[config.mk]
export PLATFORM = sky130hd
export DESIGN_NAME = pipeline_ctrl
export DESIGN_NICKNAME = d
export VERILOG_FILES = /design/src/rtl/pipeline_ctrl.sv
export SDC_FILE = /design/constraint.sdc
export NUM_CORES = 1
export LEC_CHECK = 0
export ABC_AREA = 1
export BUFFER_PORTS_ARGS = -buffer_cell sky130_fd_sc_hd__buf_2
export CELL_PAD_IN_SITES_DETAIL_PLACEMENT = 0
export CELL_PAD_IN_SITES_GLOBAL_PLACEMENT = 2
export CORE_UTILIZATION = 22
export DETAILED_ROUTE_END_ITERATION = 12
export GPL_TIMING_DRIVEN = 0
export HOLD_SLACK_MARGIN = 0.12
export MAX_ROUTING_LAYER = met4
export PLACE_DENSITY_LB_ADDON = 0.1
export SLEW_MARGIN = 30
export SYNTH_ARGS = -nofsm -noshare
export SYNTH_HDL_FRONTEND = slang
export SYNTH_SLANG_ARGS = --single-unit
[constraint.sdc]
create_clock -name clk -period 2.67 [get_ports clk]
set_input_delay 0 -clock clk [delete_from_list [all_inputs] [get_ports clk]]
set_output_delay 0 -clock clk [all_outputs]
set_load 0.05 [all_outputs]
[src/rtl/pipeline_ctrl.sv]
`default_nettype none
// ============================================================================
// Module      : pipeline_ctrl
// Description : Hazard / flush / halt / debug-step controller for a 5-stage
//               pipeline. Optional load-use stall counter behind the macro
//               PIPELINE_CTRL_STALL_CNT_EN.
// Revision    : 1.0 - initial release
// ============================================================================
module pipeline_ctrl (
    input  logic        clk,
    input  logic        reset,
    input  logic [4:0]  id_rs,
    input  logic [4:0]  id_rt,
    input  logic        ex_mem_read,
    input  logic [4:0]  ex_rt,
    input  logic        branch_taken,
    input  logic        halt_instr,
    input  logic        dbg_step,
    input  logic        dbg_run,
    output logic        pc_write,
    output logic        if_id_enable,
    output logic        if_id_clear,
    output logic        id_ex_clear,
    output logic        halted
`ifdef PIPELINE_CTRL_STALL_CNT_EN
    ,
    output logic [15:0] stall_count
`endif
);

    typedef enum logic [1:0] {
        S_RUN   = 2'd0,
        S_DRAIN = 2'd1,
        S_HALT  = 2'd2,
        S_STEP  = 2'd3
    } state_t;

    localparam logic [1:0] c_DRAIN_LOAD = 2'd2;

    state_t     r_state;
    state_t     w_state_nxt;
    logic [1:0] r_drain_cnt;
    logic [1:0] w_drain_cnt_nxt;
    logic       w_hazard;
    logic       w_halt_go;

    // Register 0 is hardwired, so a load to it never creates a dependency.
    assign w_hazard  = ex_mem_read && (ex_rt != 5'd0) &&
                       ((ex_rt == id_rs) || (ex_rt == id_rt));
    assign w_halt_go = !w_hazard && !branch_taken && halt_instr;

    always_ff @(posedge clk or negedge reset) begin
        if (!reset) begin
            r_state     <= S_RUN;
            r_drain_cnt <= 2'd0;
        end else begin
            r_state     <= w_state_nxt;
            r_drain_cnt <= w_drain_cnt_nxt;
        end
    end

    always_comb begin
        w_state_nxt     = r_state;
        w_drain_cnt_nxt = r_drain_cnt;
        pc_write        = 1'b0;
        if_id_enable    = 1'b0;
        if_id_clear     = 1'b0;
        id_ex_clear     = 1'b0;
        halted          = 1'b0;

        case (r_state)
            S_RUN, S_STEP: begin
                if (w_hazard) begin
                    id_ex_clear = 1'b1;
                end else if (branch_taken) begin
                    pc_write     = 1'b1;
                    if_id_enable = 1'b1;
                    if_id_clear  = 1'b1;
                end else if (halt_instr) begin
                    if_id_enable = 1'b1;
                    if_id_clear  = 1'b1;
                end else begin
                    pc_write     = 1'b1;
                    if_id_enable = 1'b1;
                end

                if (w_halt_go) begin
                    w_state_nxt     = S_DRAIN;
                    w_drain_cnt_nxt = c_DRAIN_LOAD;
                end else if (r_state == S_STEP) begin
                    w_state_nxt = S_HALT;
                end
            end
            S_DRAIN: begin
                if_id_enable = 1'b1;
                if_id_clear  = 1'b1;
                id_ex_clear  = 1'b1;
                // Counter runs 2,1,0 so the drain spans three cycles.
                if (r_drain_cnt == 2'd0) begin
                    w_state_nxt = S_HALT;
                end else begin
                    w_drain_cnt_nxt = r_drain_cnt - 2'd1;
                end
            end
            S_HALT: begin
                halted = 1'b1;
                if (dbg_run) begin
                    w_state_nxt = S_RUN;
                end else if (dbg_step) begin
                    w_state_nxt = S_STEP;
                end
            end
            default: begin
                w_state_nxt = S_RUN;
            end
        endcase

        // Reset forces a flushed, frozen front end regardless of state.
        if (!reset) begin
            pc_write     = 1'b0;
            if_id_enable = 1'b0;
            if_id_clear  = 1'b1;
            id_ex_clear  = 1'b1;
            halted       = 1'b0;
        end
    end

`ifdef PIPELINE_CTRL_STALL_CNT_EN
    logic        w_stall;
    logic [15:0] r_stall_cnt;

    assign w_stall = w_hazard && ((r_state == S_RUN) || (r_state == S_STEP));

    always_ff @(posedge clk or negedge reset) begin
        if (!reset) begin
            r_stall_cnt <= 16'd0;
        end else if (w_stall && (r_stall_cnt != 16'hFFFF)) begin
            r_stall_cnt <= r_stall_cnt + 16'd1;
        end
    end

    assign stall_count = r_stall_cnt;
`endif

endmodule
`default_nettype wire

Yosys cells after proc, flatten, opt, wreduce, memory -nomap -nowiden
Index checks and enable logic that the tools add are counted.
{ "totals": {"reg_bits": 4, "latchBits": 0, "ramBits": 0, "rom_bits": 0, "input_bits": 22, "output_inout_bits": 5, "word_cells": 54, "memories": 0} }
{ "classes": {"n_addsub": 1, "n_mul": 0, "div": 0, "magnitude_cmp": 0, "n_eq_ne": 10, "shift": 0, "mux": 27, "bitwise_logic": 0, "reduce_logical": 14} }
{ "ops": {"columns": ["op", "n"], "rows": [
  ["$mux W1", 15],
  ["$mux W2", 7],
  ["$eq A5 B5 Y1", 2],
  ["$ne A2 B2 Y1 const B", 3],
  ["$ne A3 B3 Y1 const B", 2],
  ["$pmux W1 S2", 3],
  ["$pmux W2 S3", 1],
  ["$reduce_and A3 Y1", 2],
  ["$reduce_bool A5 Y1", 1],
  ["$eq A2 B2 Y1 const B", 2],
  ["$logic_and A1 B1 Y1", 4],
  ["$logic_not A2 Y1", 2],
  ["$pmux W2 S2", 1],
  ["$eq A2 B1 Y1 const B", 1],
  ["$logic_not A1 Y1", 2],
  ["$reduce_bool A2 Y1", 1],
  ["$reduce_or A2 Y1", 1],
  ["$sub A2 B1 Y2 const B", 1],
  ["$logic_or A1 B1 Y1", 1]
]} }

Depth between registers and ports, before layout
{ "depth": {"word_depth": 8, "depth_mapped": 12, "mapped_depth_nobuf": 12} }

Worst setup path after synthesis
Ideal clock, no wire load.
{ "synth_path": {"path_kind": "register -> output", "start": "register r_state[0]", "end": "output port pc_write", "arrival_time_ns": 1.639, "t_required_ns": 2.670, "path_slack_ns": 1.031, "path_stages_with_launch": 5, "n_path_buf": 0, "cell_sequence": "dfrtp_1 > inv_1 > ha_1 > nand3_1 > a21oi_1"} }
{ "synth_between": {"elab_chain_len": 4, "word_cells_on_any_way": 5, "cone_classes": "eq/ne (1); mux (2); reduce/logical (2)"} }
{ "synth_lines": {"columns": ["item", "line", "source"], "rows": [
  ["from (decl)", "40", "state_t r_state;"],
  ["from (signal assigned)", "57", "r_state <= w_state_nxt;"],
  ["$eq A2 B2 Y1 or $logic_not A2 Y1 (tied branches)", "71", "case (r_state)"],
  ["$reduce_or A2 Y1 *", "71", null],
  ["$mux W1 *", "71", null],
  ["$mux W1 *", "119", "if (!reset) begin"],
  ["to (decl)", "20", "output logic pc_write,"]
]} }
Every way passes the cells marked *; elsewhere a longest branch is shown, timed or not.

Worst setup path after layout
{ "layout_path": {"start": "register r_state[0]", "end": "output port id_ex_clear"} }
{ "layout_between": {"elab_chain_len": 4, "word_cells_on_any_way": 6, "cone_classes": "eq/ne (2); mux (2); reduce/logical (2)"} }
{ "layout_lines": {"columns": ["item", "line", "source"], "rows": [
  ["$eq A2 B2 Y1 or $logic_not A2 Y1 (tied branches)", "71", null],
  ["$reduce_or A2 Y1", "71", null],
  ["$pmux W1 S2 *", "71", null],
  ["$mux W1 *", "119", null],
  ["to (decl)", "23", "output logic id_ex_clear,"]
]} }
Marks and branches as above.

==> load_flow_metrics.sql <==
INSERT INTO impl_metrics (metric_group, metric, value, unit) VALUES
('outcome', 'outcome', 'complete, no violations', ''),
('worst_setup_path', 'critPathMaxStageDelay', '0.39', 'ns'),
('synth', 'syn-instance-count', '114', ''),
('synth', 'synthesized_flop_and_latch_total', '4', ''),
('routing', 'via_count', '695', ''),
('synth', 'synthMostInstantiatedCell', 'nand2_1', ''),
('synth', 'synth_enable_flop_cells', '0', ''),
('worst_setup_path', 'critical_path.slowest_cell', 'dfrtp_1', ''),
('synth', 'yosys.area.top_type', 'nand2_1', ''),
('worst_setup_path', 'path_delay_family', 'flip-flops', ''),
('clock_tree', 'htree_levels', '1', ''),
('cells_and_area', 'fillCellCount', '293', ''),
('cells_and_area', 'final_util', '0.318', ''),
('cells_and_area', 'area_delta_synth_final', '32.9', '%'),
('global_routing', 'globalRouteTotalUtil', '0.105', ''),
('clock_tree', 'cts_made_buffers', '3', ''),
('clock_tree', 'cts_tree', 'yes', ''),
('worst_setup_path', 'worstPathBufferInverterCount', '2', ''),
('cells_and_area', 'diodes', '0', ''),
('synth', 'synth_common_cells', 'nand2_1 (42), inv_1 (26), nand3_1 (10), nor2_1 (9)', ''),
('synth', 'synth.net_count', '141', ''),
('timing', 'rsz0062_at_grt', 'no', ''),
('worst_setup_path', 'crit_path_max_fanout', '6', ''),
('hold_path', 'hold_path_class', 'input port to asynchronous set/reset pin', ''),
('global_routing', 'first_pass_grt_wire_length', '2240', 'um'),
('die', 'core-area', '2540', 'um^2'),
('synth', 'synth.cell_area', '609', 'um^2'),
('clock_tree', 'clock_insertion_delay_worst_skew', '0.23', 'ns'),
('synth', 'postSynthAreaPerCell', '5.35', 'um^2'),
('run', 'number_of_violations_of_the_max_capacitance_limit', '0', ''),
('synth', 'netlist.area_leader.share', '0.259', ''),
('die', 'io-pin-count', '27', ''),
('timing', 'max_freq', '601', 'MHz'),
('timing', 'final-setup-viol-count', '0', ''),
('power', 'cell_internal_pwr', '338', 'uW'),
('worst_setup_path', 'critical_path_startpoint_category', 'register', ''),
('clock_tree', 'cts.hold.buffers_added', '1', ''),
('die', 'fp.dieW', '54.6', 'um'),
('synth', 'synthDistinctLibCells', '14', ''),
('timing', 'actual_slew_at_the_worst_max_slew_pin', '0.385', 'ns'),
('cells_and_area', 'final_layout_size_suffix_gt1_frac', '0.264', ''),
('global_routing', 'grt_busiest_layer', 'met2', ''),
('clock_tree', 'path_clk_slew', '0.04', 'ns'),
('clock_tree', 'cts-root-to-sink-buffers', '2', ''),
('synth', 'yosys-top-cells-area', 'nand2_1 (26%), dfrtp_1 (16%), inv_1 (16%)', ''),
('power', 'power.leakage', '0.000539', 'uW'),
('global_routing', 'grt_antenna_before_repair', '0', ''),
('worst_setup_path', 'crit_path_frequent_cell', 'nand2_1', ''),
('die', 'start_util', '0.239', ''),
('placed_design', 'dpl.hpwl', '1250', 'um'),
('clock_tree', 'cts_sinks', '4', ''),
('routing', 'drt.antenna.violating_nets', '0', ''),
('power', 'p_sw', '459', 'uW'),
('power', 'power_per_cell_area', '984', 'nW/um^2'),
('worst_setup_path', 'cp_cell_sequence', 'inv_1 -> ha_1 -> nand3_2 -> nand2_1 -> nand2_1 -> nand2_1 -> buf_2', ''),
('placed_design', 'routabilityCongestion', '0.729', ''),
('timing', 'layout_worst_path_cycle_share', '0.623', ''),
('synth', 'synth_sequential_area_ratio', '0.164', ''),
('worst_setup_path', 'worst_path_depth', '7', ''),
('global_routing', 'grt_util_met3', '0', ''),
('global_routing', 'maximum_number_of_pins_on_one_net_before_global_route_repair', '10', ''),
('routing', 'drc', '0', ''),
('global_routing', 'grt-ovfl-total', '0', ''),
('worst_setup_path', 'worstPathArrival', '1.66', 'ns'),
('worst_setup_path', 'crit_required', '2.67', 'ns'),
('die', 'core.rowCount', '18', ''),
('power', 'worst_voltage_drop_across_the_vdd_grid', '551', 'uV'),
('worst_setup_path', 'regToRegEndpoint', 'r_drain_cnt[0]$_DFFE_PN0P_', ''),
('worst_setup_path', 'rrSetupSlack', '1.15', 'ns'),
('timing', 'period_needed', '1.66', 'ns'),
('timing', 'final_hold_viol_count', '0', '');
power by group through the flow:
| stage | combinational [uW] | sequential [uW] | clock, uW |
|---|---|---|---|
| after global placement | 605 | 122 | 0 |
| after detailed placement | 602 | 121 | 0 |
| after CTS | 607 | 121 | 79.3 |
| final | 602 | 121 | 74.1 |
| after global routing | 689 | 126 | 79.7 |
| after floorplan | 480 | 115 | 0 |
area by class of cell:
| class | count | area [um^2] | area share |
|---|---|---|---|
| repair buffers | 27 | 140 | 0.173 |
| flip-flops and latches | 4 | 100 | 0.124 |
| inverters | 29 | 109 | 0.134 |
| clock buffers | 3 | 22.5 | 0.0278 |
| well taps | 30 | 37.5 | 0.0464 |
| multi-input cells | 81 | 400 | 0.495 |
worst min path at each step:
stage | start | slack [ns] | depth (start not counted) | to
after floorplan | reset | -0.30 | 0 | r_drain_cnt[0]$_DFFE_PN0P_
after global placement | reset | -0.15 | 1 | r_drain_cnt[0]$_DFFE_PN0P_
after detailed placement | reset | -0.15 | 1 | r_drain_cnt[0]$_DFFE_PN0P_
after CTS | reset | 0.13 | 2 | r_state[0]$_DFFE_PN0P_
after global routing | reset | 0.19 | 2 | r_state[0]$_DFFE_PN0P_
final | reset | 0.15 | 2 | r_state[0]$_DFFE_PN0P_
per-layer routing:
metal | wire, um | vias up
met1 | 775 | 285
li1 | - | 396
met3 | 54 | 0
met5 | 0 | -
met4 | 0 | 0
met2 | 603 | 14
cell families (layout without fill, tap and decap cells):
kind of cell             after synthesis  after routing  share of synthesized area
AND/OR/NAND/NOR                       68             68                      0.474
flip-flops                             4              4                      0.164
adder cells (fa/ha/maj)                5              5                      0.103
AO/OA/AOI/OAI                          6              6                     0.0513
buffers and inverters                 29             59                      0.179
XOR/XNOR                               2              2                     0.0288
cells in the final DEF, fill, tap and decap left out, drive strengths merged, types with 2 or more instances in the layout:
master,n
xnor2,2
buf,26
nand2,47
nand3,11
ha,5
inv,29
dfrtp,4
nor2,9
o21ai,4
clkbuf,3
through the flow:
step,hold WS (ns),power (uW),worst slack (ns),cells,cell area (um^2)
detailed placement,-0.146,723,1.15,170,777
global placement,-0.149,727,1.15,170,777
CTS,0.135,807,0.979,174,810
finish,0.147,797,1.01,174,810
global route,0.187,895,0.855,174,810
floorplan,-0.296,595,1.03,114,609
sequential cells by signal, indices dropped and copies added, names as in the netlist:
| signal | flops |
|---|---|
| r_state | 2 |
| r_drain_cnt | 2 |
Note: power is estimated with default switching activity, not from simulation.
